**src/rtl/loader_package.sv**
```systemverilog
// Shared types and sizing for the boot-time ROM loader.
// Word width is fixed at four bytes; the ROM depth follows ADDR_W.
package loader_package;

    localparam int ADDR_W    = 5;
    localparam int WORD_W    = 32;
    localparam int MAX_WORDS = 2**ADDR_W;

    typedef enum logic [2:0] {
        IDLE,
        HEADER,
        DATA,
        WRITE,
        CHECK,
        DONE,
        ERR
    } LOAD_STATE;

endpackage

```
**src/rtl/rom_loader_word_assembler.sv**
```systemverilog
// Packs bytes MSB-first into 32-bit words for the ROM loader.
// Only three bytes are stored; the fourth is merged on the FULL cycle.
module word_assembler (
    input  logic        CLOCK,
    input  logic        RESET,
    input  logic        SHIFT,
    input  logic        CLR,
    input  logic [7:0]  BYTE_IN,
    output logic [31:0] WORD_OUT,
    output logic        FULL
);

    logic [23:0] head;
    logic [1:0]  count;

    assign WORD_OUT = {head, BYTE_IN};
    assign FULL     = SHIFT && (count == 2'd3);

    // Shift accepted bytes in and count them modulo four.
    always_ff @(posedge CLOCK or negedge RESET) begin
        if (!RESET) begin
            head  <= '0;
            count <= '0;
        end else if (CLR) begin
            head  <= '0;
            count <= '0;
        end else if (SHIFT) begin
            head  <= {head[15:0], BYTE_IN};
            count <= count + 2'd1;
        end
    end

endmodule

```
**src/rtl/rom_loader.sv**
```systemverilog
// Boot loader: byte stream in, ROM word writes out, CPU reset release.
// CPU stays in reset until a full image passes its checksum.
module rom_loader
    import loader_package::*;
(
    input  logic              CLOCK,
    input  logic              RESET,
    input  logic              START,
    input  logic [7:0]        RX_DATA,
    input  logic              RX_VALID,
    output logic              RX_READY,
    output logic              WR_EN,
    output logic [ADDR_W-1:0] WR_ADDR,
    output logic [WORD_W-1:0] WR_DATA,
    output logic              CPU_RST_N,
    output logic              DONE,
    output logic              ERROR
);

    LOAD_STATE         state;
    logic [ADDR_W-1:0] last_addr;
    logic [7:0]        checksum;
    logic              accept;
    logic              begin_load;
    logic              asm_shift;
    logic              asm_full;
    logic [31:0]       asm_word;

    assign accept     = RX_VALID && RX_READY;
    assign asm_shift  = accept && (state == DATA);
    assign begin_load = START && ((state == IDLE) ||
                                  (state == loader_package::DONE) ||
                                  (state == ERR));

    word_assembler u_asm (
        .CLOCK    (CLOCK),
        .RESET    (RESET),
        .SHIFT    (asm_shift),
        .CLR      (begin_load),
        .BYTE_IN  (RX_DATA),
        .WORD_OUT (asm_word),
        .FULL     (asm_full)
    );

    // Load sequencer with registered handshake, write and status outputs.
    always_ff @(posedge CLOCK or negedge RESET) begin
        if (!RESET) begin
            state     <= IDLE;
            RX_READY  <= 1'b0;
            WR_EN     <= 1'b0;
            WR_ADDR   <= '0;
            WR_DATA   <= '0;
            CPU_RST_N <= 1'b0;
            DONE      <= 1'b0;
            ERROR     <= 1'b0;
            last_addr <= '0;
            checksum  <= '0;
        end else begin
            WR_EN <= 1'b0;
            unique case (state)
                IDLE, loader_package::DONE, ERR: begin
                    if (START) begin
                        state     <= HEADER;
                        RX_READY  <= 1'b1;
                        DONE      <= 1'b0;
                        ERROR     <= 1'b0;
                        CPU_RST_N <= 1'b0;
                        WR_ADDR   <= '0;
                        checksum  <= '0;
                    end
                end
                HEADER: begin
                    if (accept) begin
                        if (RX_DATA == 8'd0 ||
                            int'(RX_DATA) > MAX_WORDS) begin
                            state    <= ERR;
                            RX_READY <= 1'b0;
                            ERROR    <= 1'b1;
                        end else begin
                            state     <= DATA;
                            last_addr <= ADDR_W'(RX_DATA - 8'd1);
                        end
                    end
                end
                DATA: begin
                    if (accept) begin
                        checksum <= checksum + RX_DATA;
                        if (asm_full) begin
                            state    <= WRITE;
                            RX_READY <= 1'b0;
                            WR_EN    <= 1'b1;
                            WR_DATA  <= WORD_W'(asm_word);
                        end
                    end
                end
                WRITE: begin
                    RX_READY <= 1'b1;
                    if (WR_ADDR == last_addr) begin
                        state <= CHECK;
                    end else begin
                        state   <= DATA;
                        WR_ADDR <= WR_ADDR + 1'b1;
                    end
                end
                CHECK: begin
                    if (accept) begin
                        RX_READY <= 1'b0;
                        if (RX_DATA == checksum) begin
                            state     <= loader_package::DONE;
                            DONE      <= 1'b1;
                            CPU_RST_N <= 1'b1;
                        end else begin
                            state <= ERR;
                            ERROR <= 1'b1;
                        end
                    end
                end
                default: begin
                    state    <= IDLE;
                    RX_READY <= 1'b0;
                end
            endcase
        end
    end

endmodule

```
**config.mk**
```make
export PLATFORM = sky130hd
export DESIGN_NAME = rom_loader
export DESIGN_NICKNAME = d
export VERILOG_FILES = /design/src/rtl/loader_package.sv /design/src/rtl/rom_loader_word_assembler.sv /design/src/rtl/rom_loader.sv
export SDC_FILE = /design/constraint.sdc
export NUM_CORES = 1
export LEC_CHECK = 0
export CAP_MARGIN = 20
export CORE_ASPECT_RATIO = 0.8
export CORE_UTILIZATION = 50
export DETAILED_ROUTE_END_ITERATION = 8
export PLACE_DENSITY = 0.73
export SYNTH_ARGS = -nofsm -noshare
export SYNTH_HDL_FRONTEND = slang
export SYNTH_SLANG_ARGS = --single-unit
export TNS_END_PERCENT = 50
```
**constraint.sdc**
```tcl
create_clock -name CLOCK -period 4.45 [get_ports CLOCK]
set_clock_uncertainty 0.15 [all_clocks]
set_input_delay 0.445 -clock CLOCK [delete_from_list [all_inputs] [get_ports CLOCK]]
set_output_delay 0.445 -clock CLOCK [all_outputs]
set_load 0.02 [all_outputs]
```
* Word level (Yosys, flattened, before mapping)
Index checks and enable logic that the tools add are counted.
Operators by class: order comparisons 1, add/sub/neg operators 4, $mul 0, divide/modulo/power cells 0, reduce and logical (&&, ||, !) cells 23, shift operators 0, mux-type cells 38, bitwise gates (word level) 1, equality and inequality tests 18
Operators by type and width (number):
- $mux W24 | 2
- $mux W3 | 7
- $ne A2 B2 Y1 const B | 9
- $mux W1 | 16
- $mux W8 | 2
- $pmux W8 S2 | 1
- $pmux W3 S5 | 1
- $reduce_and A3 Y1 | 4
- $reduce_and A6 Y1 | 2
- $mux W5 | 2
- $pmux W5 S2 | 1
- $eq A3 B3 Y1 const B | 3
- $add A8 B8 Y8 | 1
- $eq A8 B8 Y1 | 1
- $gt A8 B6 Y1 const B | 1
- $logic_not A8 Y1 | 1
- $reduce_bool A2 Y1 | 4
- $eq A3 B2 Y1 const B | 2
- $mux W2 | 3
- $add A5 B1 Y5 const B | 1
- $eq A5 B5 Y1 | 1
- $pmux W1 S5 | 1
- $reduce_and A5 Y1 | 1
- $sub A5 B1 Y5 const B | 1
- other kinds (12) | 17
Storage, ports and cells: latch bits 0, ROM bits 0, bits in writable memories 0, memories kept 0, bits in registers 83

* Depth between registers and ports, before layout
Gate-level depths: netlist of the first run.
word-level depth 6, gate-level depth with buffers 8, mapped depth without buffers 7

* Modules after synthesis
A second synthesis of the first run with hierarchy kept.
Second synthesis, totals: cells, all modules 361, area, all modules 4311.6 um^2
Modules (own cells, without submodules):
- rom_loader | area each 3158.0 um^2, times used 1, cells an instance 267
- word_assembler | area each 1153.6 um^2, times used 1, cells an instance 94

* Worst setup path after synthesis of the first run
Ideal clock, no wire load.
kind input to register, start in RX_DATA[0], end reg checksum[6], arrival time 1823 ps, required time 4174 ps, stages on the path 7, library setup time 126 ps, buffers on the path 0, slack 2351 ps, cell sequence ha_1 > fa_1 > a21o_1 > a21o_1 > a21oi_1 > mux2i_1 > nand2_1
Between the ends: cells in the longest elaborated chain, start to end 3
RTL lines:
- start, declared | RTL line rom_loader.sv:9 | input logic [7:0] RX_DATA,
- $add A8 B8 Y8 | RTL line rom_loader.sv:87 | checksum <= checksum + RX_DATA;
- $mux W8 | RTL line rom_loader.sv:86 | if (accept) begin
- $pmux W8 S2 | RTL line rom_loader.sv:60 | unique case (state)
- end signal, assigned | RTL line rom_loader.sv:87
- end, declared | RTL line rom_loader.sv:22 | logic [7:0] checksum;
No other way between the ends. The select of a mux whose other input is x is not followed. A chain may end at the register's enable or synchronous reset.

* Worst setup path after layout of the first run
start reg state[1], end reg WR_DATA[8]
Between the ends: cells in the longest elaborated chain, start to end 4
RTL lines:
- start, declared | RTL line rom_loader.sv:20 | LOAD_STATE state;
- start signal, assigned | RTL line rom_loader.sv:109 | state <= loader_package::DONE;
- $eq A3 B2 Y1 (*) | RTL line rom_loader.sv:30, rom_loader.sv:60
- $logic_and A1 B1 Y1 | RTL line rom_loader.sv:30 | assign asm_shift = accept && (state == DATA);
- $logic_and A1 B1 Y1 | RTL line rom_loader_word_assembler.sv:17 | assign FULL = SHIFT && (count == 2'd3);
- $reduce_and A3 Y1 (no source line) (*)
- end signal, assigned | RTL line rom_loader.sv:92 | WR_DATA <= WORD_W'(asm_word);
- end, declared | RTL line rom_loader.sv:14 | output logic [WORD_W-1:0] WR_DATA,
Mark *: on every way between the ends. The rest lies on a longest branch, timed or not.

==> results of run 1 <==
[per-stage QoR]
stage	power, mW	utilization, %	instance area, µm²	setup WS [ps]
floorplan	1.70	-	4100	2350
global placement	1.90	58.4	4640	1460
detailed placement	1.93	58.4	4640	1480
CTS	2.55	61.3	4870	1500
global route	2.71	61.8	4910	1280
finish	2.55	61.8	4910	1490
[state kept, by name, summed over array words and instances, names as in the netlist]
register	cells
RX_READY	1
WR_ADDR	5
DONE	1
ERROR	1
state	3
u_asm.head	24
last_addr	5
checksum	8
u_asm.count	2
WR_DATA	32
WR_EN	1
[worst max-delay path by stage]
stage	startpoint	endpoint	slack [ps]
2_1_floorplan	RX_DATA[0]	checksum[6]	2350
6_report	state[1]	WR_DATA[8]	1490
3_5_place_dp	RX_DATA[3]	ERROR	1480
3_3_place_gp	RX_DATA[3]	ERROR	1460
4_1_cts	state[1]	WR_DATA[8]	1500
5_1_grt	state[1]	WR_DATA[6]	1280
[area by class of cell]
class	instances	area share, %
Timing Repair Buffer	57	11.8
Clock buffer	9	2.52
Tap cell	108	2.75
Clock inverter	7	2.14
Sequential cell	83	42.3
Multi-Input combinational cell	270	37.8
Inverter	8	0.612
[routing by layer]
layer | vias to the layer above | track usage (%)
met5 | - | 0
met4 | 0 | 5.25
met3 | 15 | 5.39
met2 | 93 | 31.0
met1 | 1453 | 31.5
li1 | 1429 | -
[where the power goes]
part	internal (mW)	switching [mW]
clock network	0.326	0.300
registers	0.883	0.170
logic	0.377	0.495
total	1.59	0.965
[what timing repair did]
action | CTS | global route
hold buffers | 0 | 1
setup buffers | 0 | 0
gates resized for setup | 0 | 0
setup endpoints to repair | 0 | 0
hold endpoints to repair | 0 | 9
[kinds of logic (layout without fill, tap and decap cells)]
| logic type | count (synthesis) | after routing | share of synthesized area (%) |
|---|---|---|---|
| fa+ha+maj | 12 | 12 | 3.84 |
| flops | 83 | 83 | 50.6 |
| compound gates | 87 | 87 | 13.0 |
| mux | 33 | 33 | 11.3 |
| buf+inv | 29 | 81 | 4.12 |
| xor+xnor | 16 | 16 | 3.41 |
| simple gates | 122 | 122 | 13.8 |
[cells in the mapped netlist (3+ instances only)]
master / instances
nand2_1: 74
nand2b_1: 5
nand3_1: 8
o31ai_1: 4
buf_6: 4
nor3b_1: 4
nor2_1: 13
inv_1: 8
a21oi_1: 36
a31oi_1: 7
buf_4: 5
mux2_4: 25
o211ai_1: 4
a221oi_1: 3
a21o_1: 5
dfrtp_1: 83
ha_1: 11
nor3_1: 4
xor2_1: 8
mux2_2: 6
o21ai_0: 14
xnor2_1: 8
buf_2: 9
==> impl_metrics.tcl, run 1 <==
set metrics [dict create \
    outcome "finished, final reports clean" \
    required_ps 4550 \
    r2r-start "state[1]" \
    maxUsedRoutingLayer "met4" \
    nets 453 \
    grt_pass1_wl_um 13800 \
    syn_avg_cell_area_um2 10.7 \
    fin_tns_setup_ps 0 \
    hold_path.class "in -> async" \
    wl_per_cell_um 15.4 \
    worst_hold_slack_ps 294 \
    synthArstFlopShare_pct 100 \
    clkTransAtPathRegs_ps 100 \
    hold_violations 0 \
    cts.sinks 83 \
    root_buffer "clkbuf_8" \
    ff2ff_path_depth 4 \
    synth_edf_count 0 \
    grt_pass1_vias 2815 \
    crit_fanout 35 \
    cp_slowest_cell "dfrtp_1" \
    portBuffers 53 \
    crit_family "simple AND/OR/NAND/NOR gates" \
    cellLeakagePower_nw 2.31 \
    slew_headroom_pct 52.2 \
    postSynthNetCount 406 \
    routabilityCongestion 0.917 \
    final_common_cell "dfrtp_1" \
    crit_arrival_ps 3060 \
    numCtsBuffers 9 \
    area_growth_pct 19.6 \
    multi_input_area_um2 1860 \
    ys_ff_latch 83 \
    worstSetupPathType "reg -> reg" \
    routed-wl-met2_um 3690 \
    seqCellArea_um2 2080 \
    netlist_instances 382 \
    min_period_over_period_pct 66.5 \
    yosysTopAreaCellShare_pct 50.6 \
    cpPeakStageDelay_ps 680 \
    maxSlewViolCount 0 \
    routed_wl_um 8340 \
    drc 0 \
    viasPerCell 5.52 \
    drive_gt1_share_pct 13.1 \
    dr_wl_met3_um 423 \
    ctsHtreeMaxLevel 3 \
    ys_seq_area_share_pct 50.6 \
    r2r-end "WR_DATA[8]" \
    cts_buffer_depth 2 \
    fmaxAchievable_mhz 338 \
    yosysWarnings 0 \
    netlist_area_um2 4100 \
    p_per_area_nw_per_um2 519 \
    antenna_found_initial 0 \
    dp_hpwl_um 5640 \
    core_area_um2 7950 \
    worst-path-stages 4 \
    layout_min_cycle_time_ps 2960 \
    setup_viol 0 \
    dieHeight_um 83.0 \
    drt_iter0_drc 194 \
    die_x_um 103 \
    critPathLaunchType "register" \
    vdd_drop_max_uv 250 \
    track_usage_pct 21.2 \
    cts_tree "yes" \
    num_vias 2990 \
    grt_overflow 0 \
    ios 54 \
    fillers 651 \
    insertion_delay_ps 360 \
    rsz0062_at_grt "no" \
    die-area_um2 8580 \
    endpoint_kind "register" \
    fin_cells 542 \
    numPlacedInstances 524 \
    final_cell_mix "dfrtp_1, nand2_1, clkdlybuf4s50_1, a21oi_1, mux2_4" \
    worst_pin_slew_ps 717 \
    r2r_slack_ps 1490 \
    yosysTopAreaCell "dfrtp_1" \
    wl_met1_um 4100 \
    grt_max_degree 84 \
    drtPass1Iterations 7 \
    row_count 29 \
    antenna_left 0 \
    n_antenna_cell 0 \
    synth.area.top_cells "dfrtp_1, mux2_4, nand2_1" \
    floorplan.initialDensity_pct 51.6 \
    crit_chain "or3b_4, nor2_4, nand2_4, mux2_4" \
    synth_ff_type "dfrtp_1" \
    cap_viol_max_count 0 \
    ys_types 51 \
    worst-path-buf-inv 0 \
]
Note: power is estimated with default switching activity, not from simulation.
==> inputs of run 2 (changes only) <==
- PLACE_DENSITY: 0.73 -> 0.76
- clock period: 4.45 -> 2.6 ns (I/O delays scaled with it)
==> run 2 against run 1 <==
Effect of this change: worst setup slack worse by 1200 ps; flip-flop and latch count unchanged; global-route usage up 2.2 points; clock-buffer cell count grew 2; non-clock buffer count grew 10; cell count rose by 1.8%; first-iteration DRC count is 22% higher; sequential power increased by 70%; sequential share of layout area decreased by 0.33 points; critical path type unchanged; critical endpoint is now WR_DATA[6].
==> impl_metrics.tcl, run 2 (synthesis gave the netlist of run 1 again) <==
set metrics [dict create \
    clkTransAtPathRegs_ps 90 \
    cts.sinks 83 \
    placed_area_um2 4740 \
    row_count 29 \
    dp_hpwl_um 6070 \
    area_growth_pct 20.6 \
    largest_register_ffs 32 \
    cap_viol_max_count 0 \
    layout_min_cycle_time_ps 2350 \
    min_period_over_period_pct 90.6 \
    n_antenna_cell 0 \
    setup_viol 0 \
    cpPeakStageDelay_ps 600 \
    dp_slack_ps 127 \
    nets 463 \
    antenna_left 0 \
    track_usage_pct 23.4 \
    vdd_drop_max_uv 522 \
    crit_chain "or3b_4, nor2_4, nand2_4, mux2_4" \
    wl_per_cell_um 15.8 \
    max_flop_register "WR_DATA" \
    worst_hold_slack_ps 305 \
    ios 54 \
    ctsHtreeMaxLevel 3 \
    root_buffer "clkbuf_8" \
    endpoint_kind "register" \
    worst_slack_ps 245 \
    required_ps 2680 \
    num_vias 3033 \
    rsz0062_at_grt "no" \
    die-area_um2 8580 \
    cp_slowest_cell "dfrtp_1" \
    final_common_cell "dfrtp_1" \
    drive_gt1_share_pct 15.3 \
    grt_pass1_wl_um 15200 \
    outcome "finished, final reports clean" \
    fillers 633 \
    grt_max_degree 51 \
    portBuffers 53 \
    dieHeight_um 83.0 \
    r2r_slack_ps 250 \
    antenna_found_initial 0 \
    cellLeakagePower_nw 2.33 \
    slew_headroom_pct 57.0 \
    worstSetupPathType "reg -> reg" \
    cts_buffer_depth 2 \
    reg_top3 "WR_DATA (32), u_asm.head (24), checksum (8)" \
    worst_pin_slew_ps 645 \
    grt_pass1_vias 2964 \
    hold_violations 0 \
    crit_fanout 35 \
    drt_iter0_drc 236 \
    numCtsBuffers 9 \
    fmaxAchievable_mhz 425 \
    insertion_delay_ps 360 \
    post_cts_buffers 0 \
    cts_tree "yes" \
    routabilityCongestion 0.869 \
    critPathLaunchType "register" \
    drc 0 \
    final_cell_area_um2 4950 \
    routed_wl_um 8740 \
    floorplan.initialDensity_pct 51.6 \
    die_x_um 103 \
    final_cell_mix "dfrtp_1, nand2_1, clkdlybuf4s50_1, a21oi_1, mux2_4" \
    maxSlewViolCount 0 \
    p_per_area_nw_per_um2 863 \
    drtPass1Iterations 4 \
    core_area_um2 7950 \
    grt_overflow 0 \
    viasPerCell 5.49 \
    fin_tns_setup_ps 0 \
    crit_family "simple AND/OR/NAND/NOR gates" \
    worst-path-buf-inv 0 \
    hold_path.class "in -> async" \
    crit_arrival_ps 2440 \
]
[run 2: cell count changes in the layout (fill, tap and decap cells not counted), sizes merged]
cell      previous run  this run
inv                 12        10
clkinv               0         1
clkbuf               9        11
clkinvlp             1         2
bufinv               2         0
buf                  4        14
[run 2: repair_timing]
| action | CTS | global route |
|---|---|---|
| hold endpoints to repair | 49 | 0 |
| setup endpoints to repair | 0 | 21 |
| resized for setup | 0 | 1 |
| hold buffers | 1 | 0 |
[run 2: cell type report]
class                   count  area (µm²)  share of cell area (%)
multi-input cells         270        1860                    37.6
repair buffers             67         648                    13.1
clock inverters             5        43.8                   0.885
well taps                 108         135                    2.73
clock buffers              11         151                    3.06
inverters                   8        30.0                   0.607
flip-flops and latches     83        2080                    42.0
[run 2: per-stage QoR]
step                      std cells  power [mW]  utilization (%)
after CTS                       552        4.28             62.2
after global placement          535        3.33             59.6
after global routing            552        4.60             62.3
final                           552        4.27             62.3
after detailed placement        535        3.38             59.6
after floorplan                 382        2.92                -
[run 2: worst paths after layout]
kind                                 start       endpoint  cells past startpoint
worst max-delay path              state[0]     WR_DATA[6]                      4
worst min-delay path                 RESET    WR_DATA[30]                      2
worst max register to register    state[0]     WR_DATA[6]                      4
worst min register to register  WR_DATA[0]     WR_DATA[0]                      2
max in group asynchronous            RESET  u_asm.head[1]                      3
min in group CLOCK              WR_DATA[0]     WR_DATA[0]                      2
[run 2: power breakdown]
group	switching, mW	internal [mW]
clock	0.493	0.411
combinational	0.892	0.689
sequential	0.272	1.51
[run 2: metal layers]
metal	routed length (µm)	part of all wire, %	up-vias	GRT usage, %
met5	0	0	-	0
li1	-	-	1452	-
met1	4100	47	1483	35.6
met4	85	0.97	0	7.17
met2	4040	46	92	33.1
met3	507	5.8	6	5.39
==> inputs of run 3 (changes only) <==
- clock period: 2.6 -> 2 ns (I/O delays scaled with it)
==> run 3 against run 2 <==
Effect of this change: design area is 8.0% higher; worst hold slack worse by 190 ps; die area did not move; clock-buffer cell count is 2 lower; via count up 2.7%; global-route usage fell by 0.29 points; sequential power up 26%; first-iteration DRC count decreased by 14%; critical path type unchanged; critical endpoint is now ERROR; largest cell class unchanged; highest routed layer unchanged.
==> impl_metrics.tcl, run 3 (synthesis gave the netlist of run 1 again) <==
set metrics [dict create \
    routed_wl_um 9170 \
    p_per_area_nw_per_um2 1140 \
    antenna_left 0 \
    final_common_cell "dfrtp_1" \
    reg_top3 "WR_DATA (32), u_asm.head (24), checksum (8)" \
    drc 0 \
    crit_chain "ha_4, nor4_4, nand3_1, o32a_1, a32oi_1, o211ai_1" \
    antenna_found_initial 0 \
    cts_tree "yes" \
    num_vias 3114 \
    grt_pass1_vias 3108 \
    fmaxAchievable_mhz 500 \
    final_cell_mix "dfrtp_1, nand2_1, clkdlybuf4s50_1, buf_4, a21oi_1" \
    fin_cells 585 \
    cpPeakStageDelay_ps 430 \
    cts_buffer_depth 2 \
    grt_pass1_wl_um 15000 \
    crit_fanout 3 \
    numCtsBuffers 9 \
    power_mw 6.10 \
    core_area_um2 7950 \
    root_buffer "clkbuf_8" \
    cap_viol_max_count 0 \
    area_growth_pct 30.2 \
    worst_pin_slew_ps 351 \
    ios 54 \
    dp_hpwl_um 6550 \
    cp_slowest_cell "dfrtp_1" \
    insertion_delay_ps 360 \
    worst-path-buf-inv 0 \
    row_count 29 \
    die-area_um2 8580 \
    rsz0062_at_grt "yes" \
    endpoint_kind "register" \
    largest_register_ffs 32 \
    slew_headroom_pct 76.4 \
    critPathLaunchType "register" \
    track_usage_pct 23.1 \
    die_x_um 103 \
    setup_viol 0 \
    required_ps 2100 \
    final_cell_area_um2 5340 \
    cts.sinks 83 \
    n_antenna_cell 0 \
    min_period_over_period_pct 100 \
    placed_area_um2 5000 \
    worst_slack_ps 0.273 \
    crit_family "compound AO/OA/AOI/OAI gates" \
    outcome "finished, final reports clean" \
    clkTransAtPathRegs_ps 90 \
    drtPass1Iterations 4 \
    numPlacedInstances 566 \
    ctsHtreeMaxLevel 3 \
    floorplan.initialDensity_pct 51.6 \
    drive_gt1_share_pct 23.7 \
    hold_violations 0 \
    routabilityCongestion 0.864 \
    viasPerCell 5.32 \
    worst_hold_slack_ps 116 \
    wl_per_cell_um 15.7 \
    dp_slack_ps -367 \
    vdd_drop_max_uv 630 \
    nets 496 \
    max_flop_register "WR_DATA" \
    final_util_pct 67.2 \
    drt_iter0_drc 203 \
    grt_overflow 0 \
    hold_path.class "in -> async" \
    grt_max_degree 62 \
    portBuffers 53 \
    cellLeakagePower_nw 2.52 \
    maxSlewViolCount 0 \
    crit_arrival_ps 2100 \
    worstSetupPathType "reg -> reg" \
    fin_tns_setup_ps 0 \
    layout_min_cycle_time_ps 2000 \
    dieHeight_um 83.0 \
]
[run 3: cell types whose count changed in the layout (fill, tap and decap cells not counted), sizes merged]
cell           change
buf               +33
bufinv             +1
clkbuf             -2
clkdlybuf4s50      -2
clkinv             +2
dlygate4sd2        +1
dlymetal6s2s       +1
inv                -1
[run 3: worst paths after layout]
kind / startpoint / end / slack (ps) / depth (start not counted)
setup / recovery: checksum[1] / ERROR / 0.3 / 6
hold reg to reg: WR_DATA[0] / WR_DATA[0] / 330 / 2
max in group asynchronous: RESET / u_asm.head[10] / 980 / 3
min in group CLOCK: RX_DATA[0] / last_addr[0] / 150 / 3
setup reg to reg: checksum[1] / ERROR / 0.3 / 6
hold / removal: RESET / WR_EN / 120 / 2
[run 3: final cells by class]
class / count / area [µm²]
well taps: 108 / 135
inverters: 8 / 30.0
fillers: 598 / 2600
repair buffers: 100 / 926
clock inverters: 7 / 87.6
multi-input cells: 270 / 1960
flip-flops and latches: 83 / 2080
clock buffers: 9 / 124
[run 3: worst reg2reg max path: cells and delay by family, from the launching register on]
| family | cells | cell delay (ps) |
|---|---|---|
| flip-flops | 1 | 430 |
| AND/OR/NAND/NOR | 2 | 420 |
| AO/OA/AOI/OAI | 3 | 650 |
| adder cells (fa/ha/maj) | 1 | 240 |
[run 3: power by group]
| group | switching [mW] | internal (mW) |
|---|---|---|
| combinational | 1.40 | 1.22 |
| clock | 0.649 | 0.595 |
| sequential | 0.272 | 1.97 |
| total | 2.32 | 3.78 |
[run 3: timing repair]
item                       4_1_cts  5_1_grt
pin swaps                        4       11
hold buffers                     1        0
resized for setup                7       10
hold endpoints to repair        83        0
buffers inserted                 1        1
setup endpoints to repair        2       13
[run 3: layer usage]
layer  GRT usage, %  share of wire, %  vias up
met5              0                 0        -
met2           35.1                47       87
li1               -                 -     1511
met3           5.05               5.5       16
met4           8.19               1.7        0
met1           32.5                46     1500
